### src/rtl/regfile_wb_arbiter_pkg.sv
// Shared definitions for the register-file write-port arbiter slice.
package regfile_wb_arbiter_pkg;

    localparam int DEF_DATA_W     = 32;
    localparam int DEF_ADDR_W     = 4;
    localparam int DEF_NREG       = 15;
    localparam int DEF_FIFO_DEPTH = 2;
    localparam int PC_IDX         = 15;

    // Which requester owned the write port most recently
    typedef enum logic {
        GNT_WB  = 1'b0,
        GNT_MEM = 1'b1
    } grant_e;

endpackage

### src/rtl/regfile_wb_fifo.sv
// Small synchronous FIFO buffering WB-stage writes; exposes per-entry dest/valid
// so the top level can build the pending-write mask.
module regfile_wb_fifo #(
    parameter int DATA_W = 32,
    parameter int ADDR_W = 4,
    parameter int DEPTH  = 2
) (
    input  logic                           clk,
    input  logic                           rst,
    input  logic                           push_i,
    input  logic [ADDR_W-1:0]              push_dest_i,
    input  logic [DATA_W-1:0]              push_data_i,
    input  logic                           pop_i,
    output logic                           full_o,
    output logic                           empty_o,
    output logic [ADDR_W-1:0]              head_dest_o,
    output logic [DATA_W-1:0]              head_data_o,
    output logic [DEPTH-1:0]               ent_valid_o,
    output logic [DEPTH-1:0][ADDR_W-1:0]   ent_dest_o
);

    localparam int PTR_W = $clog2(DEPTH);
    localparam int CNT_W = PTR_W + 1;

    logic [PTR_W-1:0]             wr_ptr_q, wr_ptr_d;
    logic [PTR_W-1:0]             rd_ptr_q, rd_ptr_d;
    logic [CNT_W-1:0]             count_q, count_d;
    logic [DEPTH-1:0]             valid_q, valid_d;
    logic [DEPTH-1:0][ADDR_W-1:0] dest_q, dest_d;
    logic [DEPTH-1:0][DATA_W-1:0] data_q, data_d;
    logic                         do_push;
    logic                         do_pop;

    assign full_o      = (count_q == CNT_W'(DEPTH));
    assign empty_o     = (count_q == '0);
    assign do_push     = push_i && !full_o;
    assign do_pop      = pop_i && !empty_o;
    assign head_dest_o = dest_q[rd_ptr_q];
    assign head_data_o = data_q[rd_ptr_q];
    assign ent_valid_o = valid_q;
    assign ent_dest_o  = dest_q;

    // Next storage/pointer state; push and pop never touch the same slot because
    // push is blocked when full and pop is blocked when empty
    always_comb begin
        wr_ptr_d = wr_ptr_q;
        rd_ptr_d = rd_ptr_q;
        count_d  = count_q;
        valid_d  = valid_q;
        dest_d   = dest_q;
        data_d   = data_q;
        if (do_push) begin
            dest_d[wr_ptr_q]  = push_dest_i;
            data_d[wr_ptr_q]  = push_data_i;
            valid_d[wr_ptr_q] = 1'b1;
            wr_ptr_d          = wr_ptr_q + PTR_W'(1);
        end
        if (do_pop) begin
            valid_d[rd_ptr_q] = 1'b0;
            rd_ptr_d          = rd_ptr_q + PTR_W'(1);
        end
        if (do_push && !do_pop) begin
            count_d = count_q + CNT_W'(1);
        end else if (do_pop && !do_push) begin
            count_d = count_q - CNT_W'(1);
        end
    end

    // FIFO state registers; reset discards all buffered writes
    always_ff @(posedge clk or posedge rst) begin
        if (rst) begin
            wr_ptr_q <= '0;
            rd_ptr_q <= '0;
            count_q  <= '0;
            valid_q  <= '0;
            dest_q   <= '0;
            data_q   <= '0;
        end else begin
            wr_ptr_q <= wr_ptr_d;
            rd_ptr_q <= rd_ptr_d;
            count_q  <= count_d;
            valid_q  <= valid_d;
            dest_q   <= dest_d;
            data_q   <= data_d;
        end
    end

endmodule

### src/rtl/regfile_wb_arbiter.sv
// Round-robin arbiter sharing the register file write port between buffered
// WB-stage writes and load returns, with a registered write stage and a
// pending-write mask for the hazard unit.
module regfile_wb_arbiter
    import regfile_wb_arbiter_pkg::*;
#(
    parameter int DATA_W     = DEF_DATA_W,
    parameter int ADDR_W     = DEF_ADDR_W,
    parameter int NREG       = DEF_NREG,
    parameter int FIFO_DEPTH = DEF_FIFO_DEPTH
) (
    input  logic              clk,
    input  logic              rst,
    input  logic              wb_valid_i,
    input  logic [ADDR_W-1:0] wb_dest_i,
    input  logic [DATA_W-1:0] wb_data_i,
    output logic              wb_ready_o,
    input  logic              mem_valid_i,
    input  logic [ADDR_W-1:0] mem_dest_i,
    input  logic [DATA_W-1:0] mem_data_i,
    output logic              mem_ready_o,
    output logic              rf_we_o,
    output logic [ADDR_W-1:0] rf_dest_o,
    output logic [DATA_W-1:0] rf_data_o,
    output logic [NREG-1:0]   pend_mask_o
);

    // One-hot of a register index; indices outside the file (PC) give zero
    function automatic logic [NREG-1:0] reg_bit(input logic [ADDR_W-1:0] dest);
        logic [NREG-1:0] oh;
        oh = '0;
        for (int r = 0; r < NREG; r++) begin
            oh[r] = (32'(dest) == 32'(r));
        end
        return oh;
    endfunction

    logic                             fifo_full;
    logic                             fifo_empty;
    logic [ADDR_W-1:0]                head_dest;
    logic [DATA_W-1:0]                head_data;
    logic [FIFO_DEPTH-1:0]            ent_valid;
    logic [FIFO_DEPTH-1:0][ADDR_W-1:0] ent_dest;

    grant_e            last_grant_q, last_grant_d;
    logic              grant_wb, grant_mem;
    logic [ADDR_W-1:0] sel_dest;
    logic [DATA_W-1:0] sel_data;
    logic              rf_we_q, rf_we_d;
    logic [ADDR_W-1:0] rf_dest_q, rf_dest_d;
    logic [DATA_W-1:0] rf_data_q, rf_data_d;
    logic [NREG-1:0]   pend_mask;

    assign wb_ready_o  = !fifo_full;
    assign mem_ready_o = grant_mem;
    assign rf_we_o     = rf_we_q;
    assign rf_dest_o   = rf_dest_q;
    assign rf_data_o   = rf_data_q;
    assign pend_mask_o = pend_mask;

    regfile_wb_fifo #(
        .DATA_W (DATA_W),
        .ADDR_W (ADDR_W),
        .DEPTH  (FIFO_DEPTH)
    ) u_fifo (
        .clk         (clk),
        .rst         (rst),
        .push_i      (wb_valid_i && wb_ready_o),
        .push_dest_i (wb_dest_i),
        .push_data_i (wb_data_i),
        .pop_i       (grant_wb),
        .full_o      (fifo_full),
        .empty_o     (fifo_empty),
        .head_dest_o (head_dest),
        .head_data_o (head_data),
        .ent_valid_o (ent_valid),
        .ent_dest_o  (ent_dest)
    );

    // Round-robin state register; starting at MEM lets WB win the first tie
    always_ff @(posedge clk or posedge rst) begin
        if (rst) begin
            last_grant_q <= GNT_MEM;
        end else begin
            last_grant_q <= last_grant_d;
        end
    end

    // Round-robin next state: remember whoever was granted, hold otherwise
    always_comb begin
        last_grant_d = last_grant_q;
        if (grant_wb) begin
            last_grant_d = GNT_WB;
        end else if (grant_mem) begin
            last_grant_d = GNT_MEM;
        end
    end

    // Grant decode: a lone requester wins, a tie goes to whoever did not win last
    always_comb begin
        grant_wb  = 1'b0;
        grant_mem = 1'b0;
        if (!fifo_empty && mem_valid_i) begin
            if (last_grant_q == GNT_MEM) begin
                grant_wb = 1'b1;
            end else begin
                grant_mem = 1'b1;
            end
        end else begin
            grant_wb  = !fifo_empty;
            grant_mem = mem_valid_i;
        end
    end

    // Select the winning write and decide whether it actually reaches the file
    always_comb begin
        sel_dest  = grant_mem ? mem_dest_i : head_dest;
        sel_data  = grant_mem ? mem_data_i : head_data;
        rf_we_d   = (grant_wb || grant_mem) && (|reg_bit(sel_dest));
        rf_dest_d = rf_dest_q;
        rf_data_d = rf_data_q;
        if (grant_wb || grant_mem) begin
            rf_dest_d = sel_dest;
            rf_data_d = sel_data;
        end
    end

    // Registered write stage; reset drops any write that was in flight
    always_ff @(posedge clk or posedge rst) begin
        if (rst) begin
            rf_we_q   <= 1'b0;
            rf_dest_q <= '0;
            rf_data_q <= '0;
        end else begin
            rf_we_q   <= rf_we_d;
            rf_dest_q <= rf_dest_d;
            rf_data_q <= rf_data_d;
        end
    end

    // Pending mask covers buffered WB writes, the output stage and a waiting load
    always_comb begin
        pend_mask = '0;
        for (int i = 0; i < FIFO_DEPTH; i++) begin
            if (ent_valid[i]) begin
                pend_mask = pend_mask | reg_bit(ent_dest[i]);
            end
        end
        if (rf_we_q) begin
            pend_mask = pend_mask | reg_bit(rf_dest_q);
        end
        if (mem_valid_i) begin
            pend_mask = pend_mask | reg_bit(mem_dest_i);
        end
    end

endmodule

### config.mk
export PLATFORM = sky130hd
export DESIGN_NAME = regfile_wb_arbiter
export DESIGN_NICKNAME = d
export VERILOG_FILES = /design/src/rtl/regfile_wb_arbiter_pkg.sv /design/src/rtl/regfile_wb_fifo.sv /design/src/rtl/regfile_wb_arbiter.sv
export SDC_FILE = /design/constraint.sdc
export NUM_CORES = 1
export LEC_CHECK = 0
export ABC_CLOCK_PERIOD_IN_PS = 3200
export CORE_MARGIN = 2
export CORE_UTILIZATION = 36
export CTS_BUF_LIST = sky130_fd_sc_hd__clkbuf_8
export DETAILED_ROUTE_END_ITERATION = 10
export GPL_ROUTABILITY_DRIVEN = 0
export GPL_TIMING_DRIVEN = 0
export PLACE_DENSITY_LB_ADDON = 0.08
export SLEW_MARGIN = 15
export SYNTH_ARGS = -nofsm -noshare
export SYNTH_HDL_FRONTEND = slang
export SYNTH_HIERARCHICAL = 1
export SYNTH_SLANG_ARGS = --single-unit
### constraint.sdc
create_clock -name clk -period 3.2 [get_ports clk]
set_input_delay 0.64 -clock clk [delete_from_list [all_inputs] [get_ports clk]]
set_output_delay 0.64 -clock clk [all_outputs]
set_load 0.02 [all_outputs]
==> summary.md <==
| Metric | Value |
|---|---|
| Status | completed |
| Initial Util | 36.4% |
| Maximum fanout along the worst path | 10 |
| Tightest Pin Transition | 0.817 ns |
| H-tree levels | 4 |
| Total CTS buffers | 17 |
| Synth Net Count | 617 |
| Hold EP | u_fifo/wr_ptr_q |
| Max Fclk | 0.322 GHz |
| Layout cells sized above 1 | 34.5% |
| Ys Warns | 6 |
| Flop2flop setup slack | 1.12 ns |
| CTS clk-pin slew, worst paths | 0.06 ns |
| Fin nets | 767 |
| Avg WL per Cell | 20.0 um |
| Synth top area cells | dfrtp_1 (43%), mux2_4 (13%), mux2_2 (9.0%), a211oi_2 (5.2%), nor3_2 (4.1%) |
| Grt ovf | 0 |
| EDFF count, synth | 0 |
| Master of the slowest instance on the critical path | clkdlybuf4s50_1 |
| Num Clock Sinks | 116 |
| Synth area leader | dfrtp_1 |
| Number of antenna violations at the first check in global routing | 0 |
| Unrepaired setup endpoints after global routing | no |
| Vias | 4876 |
| Crit path required time | 2.56 ns |
| Yosys reg bits | 116 |
| Cell Pwr Density | 1080 nW/um^2 |
| Critical R2R Capture | rf_dest_o[2] |
| Finished Layout Cells | 936 |
| Leak Pwr | 3.70 nW |
| Dpl cells | 905 |
| Clk root buf | clkbuf_8 |
| First-pass GRT wire length | 29.8 mm |
| Die Wd | 141 um |
| Setup violations, final | 0 |
| Total global-route track usage | 19.5% |
| # DRC | 0 |
| Yosys cell types | 50 |
| Slew Limit Fails | 0 |
| Worst slew margin | 45.5% |
| DRT iter0 DRCs | 216 |
| Max incr delay on CP | 0.64 ns |
| Final-layout fill cell count | 1645 |
| CP delay by family, top | buffers and inverters |
| Post-DRT Antenna Nets | 0 |
| Period minus WS final | 3.11 ns |
| Period utilization | 97.1% |
| Port bufs | 129 |
| Async SR Flop Fraction | 100% |
| Worst vdd rail ir drop | 0.000381 V |
| CTS Hold Buffers Added | 0 |
| Commonest non-fill, non-tap cell in the layout | clkdlybuf4s50_1 |
| Syn avg cell area | 12.5 um^2 |
| TritonCTS clock tree | yes |
| Vias in the first global route | 5313 |
| Pre-antenna DRT Iters | 4 |
| Worst-path cell chain | clkdlybuf4s50_1 -> buf_4 -> and3b_1 -> a22oi_1 -> o221ai_1 -> clkdlybuf4s50_1 |
| WHS Path Cells | 1 |
| R2R Path Start | u_fifo/rd_ptr_q |
| Worst path arrival time | 2.47 ns |
| Sequential-to-total area share from yosys stat | 42.9% |
| Post-Route Utilization | 47.5% |
| Post-Syn Area | 6770 um^2 |
| Layout Skew | 0.0130 ns |
| Tightest Hold Check Type | reg2reg |
| Max-Cap Viols | 0 |
| Worst reg2reg path depth | 6 |
| CP dominant cell by count | clkdlybuf4s50_1 |
| Later-pin clock latency in the skew report | 0.44 ns |
| HP Start | u_fifo/wr_ptr_q |
| Core area | 18600 um^2 |
| Primary FF master, synth | dfrtp_1 |
| Die area | 19900 um^2 |
| Die Y | 141 um |
| CP Launch Type | input pin |
| Area share of the largest cell type after synthesis | 42.5% |
| Crit Path Class | in2out |
| Layout area overhead | 30.3% |
| Clock buffer depth | 2 |
| Postcts setup bufs | 0 |
| Final wirelength | 18.7 mm |
| Buffers and inverters on the worst path | 3 |
| Crit. End Element | output port |
| Hold slack | 0.493 ns |
| # rows | 50 |
| Final hold vios | 0 |
| ANT cells | 0 |
| Largest net degree at the start of global routing | 47 |
| Commonest cells after routing, fill and taps aside | clkdlybuf4s50_1 (122), dfrtp_1 (115), mux2_4 (58), mux2_2 (54), nor2_1 (41) |
| Setup TNS | 0 ns |
| Post-DP HPWL | 13.1 mm |
| # IOs | 130 |
| Syn Inst Count | 540 |
| Vias per inst | 5.21 |
==> power by group <==
group	internal [W]	leakage (nW)	switching, W
Combinational	0.00286	2.13	0.00257
Clock	0.000762	0.203	0.000604
Sequential	0.00225	1.36	0.000519
Total	0.00587	3.70	0.00369
==> worst max-delay path by stage <==
| stage | from | endpoint | depth (start not counted) |
|---|---|---|---|
| 2_1_floorplan | rst | u_fifo/count_q[0] | 1 |
| 5_1_grt | mem_valid_i | pend_mask_o[5] | 6 |
| 4_1_cts | mem_valid_i | pend_mask_o[2] | 6 |
| 3_3_place_gp | rst | u_fifo/ent_dest_o[4] | 2 |
| 3_5_place_dp | mem_valid_i | pend_mask_o[2] | 6 |
| 6_report | mem_valid_i | pend_mask_o[5] | 6 |
==> flip-flops by register name (all words and copies together), names as in the netlist <==
signal,flops
last_grant_q,1
rf_we_o,1
u_fifo/wr_ptr_q,1
u_fifo/count_q,2
rf_dest_o,4
rf_data_o,32
u_fifo/ent_valid_o,2
u_fifo/rd_ptr_q,1
u_fifo/data_q,64
u_fifo/ent_dest_o,8
==> per-stage QoR <==
step	setup WS [ns]	total power [W]	area, um^2
floorplan	0.565	0.00656	6770
global route	0.0246	0.0102	8820
detailed placement	-0.227	0.00824	8400
global placement	-0.783	0.00811	8350
CTS	0.00399	0.00966	8800
finish	0.0931	0.00957	8820
==> synthesized netlist by cell type, types with 7 or more instances <==
library cell    n
o21a_1         32
nor2b_1        39
buf_12          9
buf_2           9
dfrtp_1       115
nand2b_1        7
inv_1           9
mux2_2         54
nor3_2         28
a211oi_2       28
mux2_4         58
o221ai_1        8
clkbuf_1       10
nor2_1         42
==> layout make-up <==
type	instances	area, um^2	area share (%)
flip-flops and latches	116	2900	32.9
multi-input cells	376	3480	39.5
well taps	234	293	3.32
clock inverters	10	105	1.19
clock buffers	21	289	3.28
repair buffers	131	1350	15.3
inverters	10	40.0	0.454
plain buffers	38	357	4.04
==> kinds of logic (layout without fill, tap and decap cells) <==
group,count (synthesis),in the layout,share of synthesized area [%]
compound gates,107,107,14.3
xor+xnor,5,5,0.647
fa+ha+maj,1,1,0.185
buf+inv,48,210,5.82
flops,116,116,42.9
mux,112,112,21.9
simple gates,151,151,14.3
==> layer usage <==
layer / routed length [um] / GRT usage (%) / up-vias
met2: 8670 / 31.0 / 128
met5: 0 / 0 / -
met1: 8890 / 26.5 / 2446
met3: 940 / 4.99 / 20
met4: 212 / 5.11 / 0
li1: - / - / 2282
==> what timing repair did <==
action | in CTS | in global routing
hold endpoints to repair | 0 | 0
gates resized for setup | 4 | 6
setup endpoints to repair | 6 | 6
Power figures use the tool's default switching activity.
